<file path="src/rtl/spi_byte_ctrl.sv">
// spi_byte_ctrl: memory-mapped SPI master (mode 0, MSB first) for an SD card
// in SPI mode. It has a CTRL register (divider and card select), a read-only
// STATUS register and a DATA register. A byte write to DATA runs one
// full-duplex transfer. A DATA access made while busy is stalled until the
// transfer completes.
//
//   state     | meaning
//   ----------+-------------------------------------------------------------
//   ST_IDLE   | no transfer; sclk low, mosi high
//   ST_SHIFT  | transfer in flight; 16 sclk half-periods of (div+1) cycles
module spi_byte_ctrl #(
   parameter int unsigned DIV_W     = 8,
   parameter int unsigned RESET_DIV = 63
) (
   input  logic        clk,
   input  logic        rst_n,
   input  logic        cs,
   input  logic [31:0] bus_addr,
   input  logic [31:0] bus_wr_val,
   input  logic [3:0]  bus_bytesel,
   output logic        bus_ack,
   output logic [31:0] bus_data,
   output logic        spi_sclk,
   output logic        spi_mosi,
   input  logic        spi_miso,
   output logic        spi_cs_n
);

   localparam logic [DIV_W-1:0] DIV_RST  = DIV_W'(RESET_DIV);
   localparam logic [0:0]       ST_IDLE  = 1'b0;
   localparam logic [0:0]       ST_SHIFT = 1'b1;

   logic [0:0]       state_q, state_d;
   logic [DIV_W-1:0] div_q, div_d;
   logic             sel_q, sel_d;
   logic [DIV_W-1:0] cur_div_q, cur_div_d;
   logic [DIV_W-1:0] cnt_q, cnt_d;
   logic [3:0]       hcnt_q, hcnt_d;
   logic             sclk_q, sclk_d;
   logic             mosi_q, mosi_d;
   logic [7:0]       tx_q, tx_d;
   logic [7:0]       rx_sh_q, rx_sh_d;
   logic [7:0]       rx_q, rx_d;
   logic             rx_valid_q, rx_valid_d;
   logic             ack_q, ack_d;
   logic [31:0]      rdata_q, rdata_d;

   logic        shifting, tick, finishing, busy_blk;
   logic        is_wr, is_data, accept, start, data_rd, ctrl_wr;
   logic [3:0]  off;
   logic [7:0]  rd_rx;
   logic [31:0] ctrl_word, rdata;
   logic        unused_bits;

   assign unused_bits = ^{bus_addr[31:4], bus_wr_val[31:9]};

   assign shifting  = (state_q == ST_SHIFT);
   assign tick      = shifting && (cnt_q == '0);
   // The final falling edge frees the DATA register in the same cycle, so a
   // stalled DATA access is accepted on that edge and busy never drops visibly.
   assign finishing = tick && (hcnt_q == 4'd15);
   assign busy_blk  = shifting && !finishing;

   assign off     = bus_addr[3:0];
   assign is_wr   = |bus_bytesel;
   assign is_data = (off == 4'h8);
   assign accept  = cs && !ack_q && !(is_data && busy_blk);
   assign start   = accept && is_wr && is_data && bus_bytesel[0];
   assign data_rd = accept && !is_wr && is_data;
   assign ctrl_wr = accept && is_wr && (off == 4'h0);

   // A stalled read returns the byte completing on this edge.
   assign rd_rx = finishing ? rx_sh_q : rx_q;

   // Read-data mux over the register map
   always_comb begin
      ctrl_word           = '0;
      ctrl_word[DIV_W-1:0] = div_q;
      ctrl_word[8]        = sel_q;
      case (off)
         4'h0:    rdata = ctrl_word;
         4'h4:    rdata = {30'd0, rx_valid_q, shifting};
         4'h8:    rdata = {24'd0, rd_rx};
         default: rdata = '0;
      endcase
   end

   // Next-state logic for the bus side, config registers and shift engine
   always_comb begin
      state_d    = state_q;
      div_d      = div_q;
      sel_d      = sel_q;
      cur_div_d  = cur_div_q;
      cnt_d      = cnt_q;
      hcnt_d     = hcnt_q;
      sclk_d     = sclk_q;
      mosi_d     = mosi_q;
      tx_d       = tx_q;
      rx_sh_d    = rx_sh_q;
      rx_d       = rx_q;
      rx_valid_d = rx_valid_q;
      ack_d      = accept;
      rdata_d    = (accept && !is_wr) ? rdata : '0;

      if (ctrl_wr) begin
         if (bus_bytesel[0]) div_d = bus_wr_val[DIV_W-1:0];
         if (bus_bytesel[1]) sel_d = bus_wr_val[8];
      end

      if (tick) begin
         cnt_d  = cur_div_q;
         hcnt_d = hcnt_q + 4'd1;
         sclk_d = ~sclk_q;
         if (!sclk_q) begin
            rx_sh_d = {rx_sh_q[6:0], spi_miso};
         end else begin
            mosi_d = tx_q[7];
            tx_d   = {tx_q[6:0], 1'b0};
         end
         if (finishing) begin
            state_d    = ST_IDLE;
            sclk_d     = 1'b0;
            mosi_d     = 1'b1;
            rx_d       = rx_sh_q;
            rx_valid_d = 1'b1;
         end
      end else if (shifting) begin
         cnt_d = cnt_q - 1'b1;
      end

      if (data_rd) rx_valid_d = 1'b0;

      if (start) begin
         state_d   = ST_SHIFT;
         cur_div_d = div_q;
         cnt_d     = div_q;
         hcnt_d    = 4'd0;
         sclk_d    = 1'b0;
         mosi_d    = bus_wr_val[7];
         tx_d      = {bus_wr_val[6:0], 1'b0};
      end
   end

   // State registers; reset aborts any transfer and drops a pending ack
   always_ff @(posedge clk or negedge rst_n) begin
      if (!rst_n) begin
         state_q    <= ST_IDLE;
         div_q      <= DIV_RST;
         sel_q      <= 1'b0;
         cur_div_q  <= DIV_RST;
         cnt_q      <= '0;
         hcnt_q     <= 4'd0;
         sclk_q     <= 1'b0;
         mosi_q     <= 1'b1;
         tx_q       <= 8'd0;
         rx_sh_q    <= 8'd0;
         rx_q       <= 8'd0;
         rx_valid_q <= 1'b0;
         ack_q      <= 1'b0;
         rdata_q    <= '0;
      end else begin
         state_q    <= state_d;
         div_q      <= div_d;
         sel_q      <= sel_d;
         cur_div_q  <= cur_div_d;
         cnt_q      <= cnt_d;
         hcnt_q     <= hcnt_d;
         sclk_q     <= sclk_d;
         mosi_q     <= mosi_d;
         tx_q       <= tx_d;
         rx_sh_q    <= rx_sh_d;
         rx_q       <= rx_d;
         rx_valid_q <= rx_valid_d;
         ack_q      <= ack_d;
         rdata_q    <= rdata_d;
      end
   end

   assign bus_ack  = ack_q;
   assign bus_data = rdata_q;
   assign spi_sclk = sclk_q;
   assign spi_mosi = mosi_q;
   assign spi_cs_n = ~sel_q;

endmodule

</file>
<file path="config.mk">
export PLATFORM = sky130hd
export DESIGN_NAME = spi_byte_ctrl
export DESIGN_NICKNAME = d
export VERILOG_FILES = /design/src/rtl/spi_byte_ctrl.sv
export SDC_FILE = /design/constraint.sdc
export NUM_CORES = 1
export LEC_CHECK = 0
export CELL_PAD_IN_SITES_DETAIL_PLACEMENT = 1
export CELL_PAD_IN_SITES_GLOBAL_PLACEMENT = 1
export CORE_MARGIN = 2
export CORE_UTILIZATION = 38
export DETAILED_ROUTE_END_ITERATION = 16
export PLACE_DENSITY_LB_ADDON = 0.1
export SKIP_LAST_GASP = 1
export SLEW_MARGIN = 15
export SYNTH_ARGS = -nofsm -noshare
export SYNTH_HDL_FRONTEND = slang
export SYNTH_SLANG_ARGS = --single-unit
</file>
<file path="constraint.sdc">
create_clock -name clk -period 6.3 [get_ports clk]
set_input_delay 0.63 -clock clk [delete_from_list [all_inputs] [get_ports clk]]
set_output_delay 0.63 -clock clk [all_outputs]
set_load 0.02 [all_outputs]
</file>
==> flow_metrics.env, run 1 <==
export IMPL_hold_class="in -> async"
export IMPL_grt_pass1_wl_um=13700
export IMPL_nets=420
export IMPL_finalHoldViolations=0
export IMPL_cts_hold_buf=0
export IMPL_cap_violations=0
export IMPL_cts_root_buf="clkbuf_8"
export IMPL_syn_inst=311
export IMPL_dp_hpwl_um=5690
export IMPL_clkSinkCount=66
export IMPL_final_max_slew_viol_count=0
export IMPL_drtIter0Drc=100
export IMPL_synth_edff_count=0
export IMPL_reg2reg_slack_ns=3.35
export IMPL_finalClockSkew_ns=0.00596
export IMPL_synth_top_cell_by_area="dfrtp_1"
export IMPL_start_util_pct=39.6
export IMPL_clkTransAtPathRegs_ns=0.08
export IMPL_syn_avg_cell_area_um2=10.6
export IMPL_setup_viol=0
export IMPL_vias=2440
export IMPL_ys_ff_latch=66
export IMPL_crit_path_top_delay_cell="clkdlybuf4s50_1"
export IMPL_rows=33
export IMPL_tns_ns=0
export IMPL_period_needed_ns=3.28
export IMPL_crit_type="in -> reg"
export IMPL_maxSlewHeadroom_pct=43.1
export IMPL_async_flop_share_pct=100
export IMPL_first_global_vias=2513
export IMPL_gp_congestion=0.816
export IMPL_ios=108
export IMPL_utilization_pct=46.6
export IMPL_min_period_over_period_pct=52.1
export IMPL_cts_buffers=9
export IMPL_synthDistinctLibCells=48
export IMPL_status="finished, final reports clean"
export IMPL_grt_antenna_before_repair=0
export IMPL_path_common_cell="buf_4"
export IMPL_die_y_um=97.0
export IMPL_clock_latency_ns=0.35
export IMPL_wire_per_inst_um=17.9
export IMPL_p_per_area_nw_per_um2=281
export IMPL_ys_flop_type="dfrtp_1"
export IMPL_ant_nets=0
export IMPL_critPathTopFamily="simple AND/OR/NAND/NOR gates"
export IMPL_portBuffers=33
export IMPL_fmax_mhz=304
export IMPL_cp_num_buf_inv=3
export IMPL_grt_total_usage_pct=18.5
export IMPL_synth_commonest_cells="dfrtp_1 (53), nand2_1 (27), mux2_2 (24)"
export IMPL_die_area_um2=9410
export IMPL_critPathMaxStageDelay_ns=0.76
export IMPL_yosysSeqAreaShare_pct=50.7
export IMPL_syn_to_final_growth_pct=17.5
export IMPL_cp_max_fo=12
export IMPL_cts_setup_buffers=0
export IMPL_worstMarginPinSlew_ns=0.853
export IMPL_ys_warn_count=0
export IMPL_grt_max_degree=67
export IMPL_routed_wl_um=8140
export IMPL_crit_required_ns=6.58
export IMPL_crit_arrival_ns=3.57
export IMPL_yosysTopAreaCellShare_pct=40.3
export IMPL_first_pass_iters=4
export IMPL_core_um2=8300
export IMPL_tritoncts="yes"
export IMPL_crit_chain="clkdlybuf4s50_1 -> nor4b_1 -> buf_4 -> nand3_1 -> nor2_1 -> buf_4 -> mux2_2"
export IMPL_start_kind="input pin"
export IMPL_irDropWorstVdd_mv=0.174
export IMPL_synth_area_um2=3290
export IMPL_drc=0
export IMPL_post_cts_resized=0
export IMPL_htree_levels=3
export IMPL_overflow=0
export IMPL_rsz0062_at_grt="false"
export IMPL_diodes=0
export IMPL_drive_above_1_share_pct=18.9
export IMPL_p_leak_uw=0.00171
export IMPL_synthTopCellsByArea="dfrtp_1 (40%), dfstp_2 (10%), mux2_2 (8.2%)"
export IMPL_die_w_um=97.0
export IMPL_viasPerCell=5.36
export IMPL_synth_most_common_cell="dfrtp_1"
export IMPL_critPathCaptureType="flop"
export IMPL_cts_max_path_buffers=2
-- where the power goes --
part | switching (µW) | leakage, µW | internal (µW)
sequential | 49.2 | 0.000789 | 462
clock | 176 | 0.000109 | 234
combinational | 89.9 | 0.000811 | 73.5
total | 315 | 0.00171 | 769
-- per-layer routing --
| layer | up-vias | track usage [%] | share of wire (%) | wire [µm] |
|---|---|---|---|---|
| li1 | 1142 | - | - | - |
| met1 | 1251 | 25.5 | 48 | 3910 |
| met2 | 43 | 29.0 | 48 | 3930 |
| met3 | 4 | 4.05 | 2.8 | 228 |
| met4 | 0 | 5.85 | 0.79 | 64 |
| met5 | - | 0 | 0 | 0 |
-- placed cells by master, fill, tap and decap left out, types with 4 or more instances in the layout --
cell type	n
mux2_2	24
clkdlybuf4s50_1	32
clkbuf_8	10
conb_1	23
and3_1	11
nor4_1	4
dfstp_2	13
dfrtp_1	53
mux2i_1	11
nor2_1	18
and2_1	4
o21ai_0	14
nor3_1	10
nand3_1	23
a21oi_1	4
nand2_1	27
o41ai_1	4
buf_4	5
inv_1	8
-- layout make-up --
class                      instances  area, µm²
multi-input combinational        222       1450
clock inverter                     6       88.8
sequential                        66       1670
clock buffer                      10        138
inverter                           8       30.0
fill                             914       4440
tap                              105        131
timing repair buffer              38        363
-- path summary, 6_finish.rpt --
| check | startpoint | end | depth (start not counted) |
|---|---|---|---|
| max in group asynchronous | rst_n | bus_data[1]$_DFF_PN0_ | 2 |
| max reg2reg | shifting$_DFFE_PN0P_ | bus_data[3]$_DFF_PN0_ | 4 |
| min | rst_n | bus_ack$_DFF_PN0_ | 2 |
| max | bus_addr[3] | cur_div_q[3]$_DFFE_PN1P_ | 7 |
| min in group clk | rx_q[2]$_DFFE_PN0P_ | rx_q[2]$_DFFE_PN0P_ | 2 |
| min reg2reg | rx_q[2]$_DFFE_PN0P_ | rx_q[2]$_DFFE_PN0P_ | 2 |
-- kinds of logic after synthesis --
group | synth area share [%]
AND/OR/NAND/NOR | 17.5
flip-flops | 50.7
AO/OA/AOI/OAI | 10.1
buffers and inverters | 7.84
multiplexers | 11.6
XOR/XNOR | 1.07
adder cells (fa/ha/maj) | 1.14
other | 0.114
-- state kept, by name (all words and copies together), names as in the netlist, 4 cells and up --
register   count
cur_div_q      8
rx_q           8
cnt_q          8
hcnt_q         4
rx_sh_q        8
tx_q           7
div_q          8
bus_data       9
-- stage by stage --
| stage | cells | setup slack [ns] | total power, µW | instance area, µm² | hold WS, ns |
|---|---|---|---|---|---|
| final | 455 | 3.02 | 1080 | 3860 | 0.457 |
| after global routing | 455 | 2.84 | 1150 | 3860 | 0.504 |
| after CTS | 455 | 3.04 | 1100 | 3860 | 0.482 |
| after detailed placement | 439 | 2.70 | 679 | 3640 | 0.463 |
| after global placement | 439 | 2.66 | 673 | 3640 | 0.450 |
| after floorplan | 333 | 4.09 | 627 | 3370 | 0.334 |
No activity file was read; power rests on OpenSTA's default activity.
==> run 2: changes to the inputs <==
Settings changed: CORE_UTILIZATION 38 to 35.
Clock period 6.3 ns to 3.26 ns, I/O delays scaled along.
==> run 2 against run 1 <==
  * First-iteration DRC count decreased by 27%
  * Non-clock buffer count up 10
  * Largest cell class unchanged
  * Critical endpoint is now bus_data[6]$_DFF_PN0_
  * Flip-flop and latch count unchanged
  * Largest power group unchanged
==> flow_metrics.env, run 2 (same netlist as run 1, synthesis figures left out) <==
export IMPL_overflow=0
export IMPL_finalClockSkew_ns=0.00617
export IMPL_post_cts_resized=0
export IMPL_first_global_vias=2532
export IMPL_cts_setup_buffers=0
export IMPL_irDropWorstVdd_mv=0.175
export IMPL_worstMarginPinSlew_ns=0.774
export IMPL_fmax_mhz=382
export IMPL_nets=430
export IMPL_min_period_over_period_pct=80.2
export IMPL_hold_class="in -> async"
export IMPL_placed_area_um2=3720
export IMPL_placed_cells=455
export IMPL_p_clk_share_pct=35.7
export IMPL_p_per_area_nw_per_um2=517
export IMPL_vias=2490
export IMPL_grt_max_degree=37
export IMPL_finalHoldViolations=0
export IMPL_die_w_um=101
export IMPL_seqPwrFrac_pct=48.5
export IMPL_start_kind="flop"
export IMPL_pre_cts_slack_ns=0.720
export IMPL_status="finished, final reports clean"
export IMPL_layout_common_cells="dfrtp_1 (53), clkdlybuf4s50_1 (32), nand2_1 (27)"
export IMPL_stdcell_count=471
export IMPL_final_common_cell="dfrtp_1"
export IMPL_p_leak_uw=0.00175
export IMPL_fin_ws_ns=0.644
export IMPL_routed_wl_um=8560
export IMPL_clkTransAtPathRegs_ns=0.08
export IMPL_die_area_um2=10200
export IMPL_core_um2=9200
export IMPL_tns_ns=0
export IMPL_design_area_um2=3930
export IMPL_setup_viol=0
export IMPL_maxSlewHeadroom_pct=48.4
export IMPL_power_switching_uw=596
export IMPL_cp_max_fo=10
export IMPL_crit_required_ns=3.46
export IMPL_wl_met2_um=3950
export IMPL_intPower_uw=1430
export IMPL_grt_pass1_wl_um=14000
export IMPL_die_y_um=101
export IMPL_final_max_slew_viol_count=0
export IMPL_crit_type="reg -> reg"
export IMPL_htree_levels=3
export IMPL_crit_arrival_ns=2.82
export IMPL_syn_to_final_growth_pct=19.4
export IMPL_rows=35
export IMPL_largest_reg_flops=9
export IMPL_wire_per_inst_um=18.2
export IMPL_viasPerCell=5.29
export IMPL_grt_antenna_before_repair=0
export IMPL_diodes=0
export IMPL_start_util_pct=35.8
export IMPL_utilization_pct=42.7
export IMPL_clock_latency_ns=0.35
export IMPL_maxUsedRoutingLayer="met4"
export IMPL_critPathCaptureType="flop"
export IMPL_dr_wl_met3_um=337
export IMPL_cap_violations=0
export IMPL_ant_nets=0
export IMPL_clkSinkCount=66
export IMPL_drtIter0Drc=73
export IMPL_period_needed_ns=2.62
export IMPL_grt_total_usage_pct=18.2
export IMPL_gp_congestion=0.765
export IMPL_p_sw_share_pct=29.4
export IMPL_dp_hpwl_um=6200
export IMPL_first_pass_iters=4
export IMPL_cts_max_path_buffers=2
export IMPL_rsz0062_at_grt="false"
export IMPL_fillCellCount=1025
export IMPL_portBuffers=33
export IMPL_combPwrFrac_pct=15.9
export IMPL_tritoncts="yes"
export IMPL_cts_buffers=9
export IMPL_cts_root_buf="clkbuf_8"
export IMPL_r2r_cells=6
export IMPL_drc=0
export IMPL_drive_above_1_share_pct=20.8
export IMPL_ios=108
export IMPL_cts_hold_buf=0
export IMPL_m1WireLength_um=4130
[run 2: changes by cell type in the layout (fill, tap and decap cells not counted), sizes merged]
cell,delta
buf,+10
clkbuf,+2
bufinv,-1
inv,-1
[run 2: layout make-up]
class                   instances  area, µm²  share of cell area, %
multi-input cells             222       1450                   36.8
inverters                       8       30.0                  0.765
clock buffers                  12        155                   3.95
clock inverters                 4       50.0                   1.28
well taps                     111        139                   3.54
flip-flops and latches         66       1670                   42.5
repair buffers                 48        438                   11.2
[run 2: power by group through the flow]
stage	registers, µW	logic, µW	clock network [µW]
3_3_place_gp	995	313	0
6_report	983	322	723
3_5_place_dp	995	323	0
4_1_cts	982	324	746
5_1_grt	995	358	785
2_1_floorplan	959	253	0
[run 2: worst paths after layout]
kind,from,endpoint,slack (ns)
min in group clk,rx_q[0]$_DFFE_PN0P_,rx_q[0]$_DFFE_PN0P_,0.47
max,cnt_q[0]$_DFFE_PN0P_,bus_data[6]$_DFF_PN0_,0.64
min,rst_n,bus_ack$_DFF_PN0_,0.05
min reg2reg,rx_q[0]$_DFFE_PN0P_,rx_q[0]$_DFFE_PN0P_,0.47
max in group asynchronous,rst_n,cur_div_q[5]$_DFFE_PN1P_,2.42
max reg2reg,cnt_q[0]$_DFFE_PN0P_,bus_data[6]$_DFF_PN0_,0.64
[run 2: worst max-delay path: stages, from the launching register on]
cell and delay, ns:
dfrtp_1 0.45, inv_1 0.11, ha_1 0.19, or4bb_1 0.49, nor3_4 0.57, mux2i_1 0.18
a2111oi_1 0.48
[run 2: metal layers]
layer	vias up	track usage, %
li1	1159	-
met1	1259	26.2
met2	63	27.4
met3	9	4.16
met4	0	5.61
met5	-	0
[run 2: metrics by stage]
stage / hold WS, ns / total power, µW
floorplan: 0.0304 / 1210
global placement: 0.454 / 1310
detailed placement: 0.452 / 1320
CTS: 0.0717 / 2050
global route: 0.102 / 2140
finish: 0.0477 / 2030
==> run 3: changes to the inputs <==
Settings changed: CORE_UTILIZATION 35 to 31.
Clock period 3.26 ns to 2.2 ns, I/O delays scaled along.
==> run 3 against run 2 <==
  * Total power rose by 52%
  * Sequential power rose by 42%
  * First-iteration DRC count rose by 36%
==> flow_metrics.env, run 3 (same netlist as run 1, synthesis figures left out) <==
export IMPL_first_global_vias=2746
export IMPL_tritoncts="yes"
export IMPL_die_w_um=107
export IMPL_status="finished, final reports clean"
export IMPL_core_um2=10300
export IMPL_fin_ws_ns=0.0489
export IMPL_final_common_cell="dfrtp_1"
export IMPL_crit_arrival_ns=2.39
export IMPL_start_util_pct=31.9
export IMPL_cts_max_path_buffers=2
export IMPL_power_uw=3070
export IMPL_gp_congestion=0.810
export IMPL_drive_above_1_share_pct=30.6
export IMPL_stdcell_count=525
export IMPL_period_needed_ns=2.15
export IMPL_finalHoldViolations=0
export IMPL_critPathCaptureType="flop"
export IMPL_critPathTopFamily="simple AND/OR/NAND/NOR gates"
export IMPL_routed_wl_um=9170
export IMPL_grt_antenna_before_repair=0
export IMPL_p_per_area_nw_per_um2=712
export IMPL_die_y_um=107
export IMPL_hold_class="in -> async"
export IMPL_grt_total_usage_pct=17.4
export IMPL_cts_root_buf="clkbuf_8"
export IMPL_crit_required_ns=2.43
export IMPL_fmax_mhz=465
export IMPL_clkSinkCount=66
export IMPL_drtIter0Drc=99
export IMPL_largest_reg_flops=9
export IMPL_grt_pass1_wl_um=15000
export IMPL_placed_area_um2=3980
export IMPL_vias=2613
export IMPL_irDropWorstVdd_mv=0.249
export IMPL_drc=0
export IMPL_crit_chain="or4_1 -> buf_4 -> o31ai_2 -> nand2_1 -> mux2_2"
export IMPL_grt_max_degree=36
export IMPL_setup_viol=0
export IMPL_die_area_um2=11400
export IMPL_clock_latency_ns=0.35
export IMPL_p_leak_uw=0.00190
export IMPL_final_max_slew_viol_count=0
export IMPL_htree_levels=3
export IMPL_diodes=0
export IMPL_placed_cells=505
export IMPL_cap_violations=0
export IMPL_start_kind="flop"
export IMPL_whs_ns=0.192
export IMPL_overflow=0
export IMPL_worstMarginPinSlew_ns=0.533
export IMPL_ios=108
export IMPL_syn_to_final_growth_pct=31.4
export IMPL_finalClockSkew_ns=0.00899
export IMPL_clkTransAtPathRegs_ns=0.07
export IMPL_rows=37
export IMPL_layout_common_cells="dfrtp_1 (53), buf_4 (37), clkdlybuf4s50_1 (32)"
export IMPL_cp_num_buf_inv=1
export IMPL_nets=459
export IMPL_crit_path_top_delay_cell="or4_1"
export IMPL_rsz0062_at_grt="true"
export IMPL_pre_cts_slack_ns=-0.180
export IMPL_cts_buffers=9
export IMPL_portBuffers=33
export IMPL_cp_max_fo=5
export IMPL_min_period_over_period_pct=97.8
export IMPL_critPathMaxStageDelay_ns=0.63
export IMPL_crit_type="reg -> reg"
export IMPL_first_pass_iters=4
export IMPL_ant_nets=0
export IMPL_dp_hpwl_um=6790
export IMPL_viasPerCell=4.98
export IMPL_wire_per_inst_um=17.5
export IMPL_design_area_um2=4320
export IMPL_maxSlewHeadroom_pct=64.4
run 3: changes by cell type in the layout (fill, tap and decap cells not counted), sizes merged:
| cell | delta |
|---|---|
| bufinv | -1 |
| buf | +28 |
| clkinv | +2 |
| clkinvlp | -2 |
| dlygate4sd3 | +1 |
| clkbuf | +1 |
run 3: routing by layer:
| metal | wire [µm] | global-route usage (%) | vias up |
|---|---|---|---|
| li1 | - | - | 1220 |
| met1 | 4460 | 24.0 | 1324 |
| met2 | 4270 | 27.2 | 59 |
| met3 | 287 | 2.61 | 10 |
| met4 | 154 | 7.24 | 0 |
| met5 | 0 | 0 | - |
run 3: path summary, 6_finish.rpt:
| path | start | end | slack, ns | cells past startpoint |
|---|---|---|---|---|
| min in group clk | rx_q[0]$_DFFE_PN0P_ | rx_q[0]$_DFFE_PN0P_ | 0.48 | 2 |
| min | rst_n | bus_data[8]$_DFF_PN0_ | 0.19 | 2 |
| min reg2reg | rx_q[0]$_DFFE_PN0P_ | rx_q[0]$_DFFE_PN0P_ | 0.48 | 2 |
| max | cnt_q[2]$_DFFE_PN0P_ | tx_q[7]$_DFFE_PN0P_ | 0.05 | 5 |
| max in group asynchronous | rst_n | cur_div_q[3]$_DFFE_PN1P_ | 1.31 | 3 |
| max reg2reg | cnt_q[2]$_DFFE_PN0P_ | tx_q[7]$_DFFE_PN0P_ | 0.05 | 5 |
run 3: report_power, final:
part | switching, µW | leakage (µW) | internal, µW | total [µW]
Sequential | 72.8 | 0.000789 | 1320 | 1400
Combinational | 391 | 0.00101 | 347 | 738
Clock | 475 | 0.0000932 | 466 | 941
run 3: what timing repair did:
action,4_1_cts,5_1_grt
hold endpoints to repair,31,0
pin swaps,4,6
setup buffers,1,2
gates cloned,0,0
gates resized for setup,7,19
hold buffers,1,0
setup endpoints to repair,17,12
run 3: metrics by stage:
stage	TNS [ns]	util, %
floorplan	0	-
global placement	-1.22	38.5
detailed placement	-1.53	38.5
global route	-0.221	41.8
finish	0	41.8
CTS	0	40.7
run 3: final cells by class:
type,instances,area [µm²]
clock buffer,13,159
clock inverter,3,15.0
fill,1148,6000
inverter,8,30.0
multi-input combinational,222,1570
sequential,66,1670
tap,136,170
timing repair buffer,77,707
run 3: worst reg2reg max path, stage by stage, from the launching register on:
cell,delay [ns]
dfrtp_1,0.39
or4_1,0.63
buf_4,0.21
o31ai_2,0.28
nand2_1,0.21
mux2_2,0.32
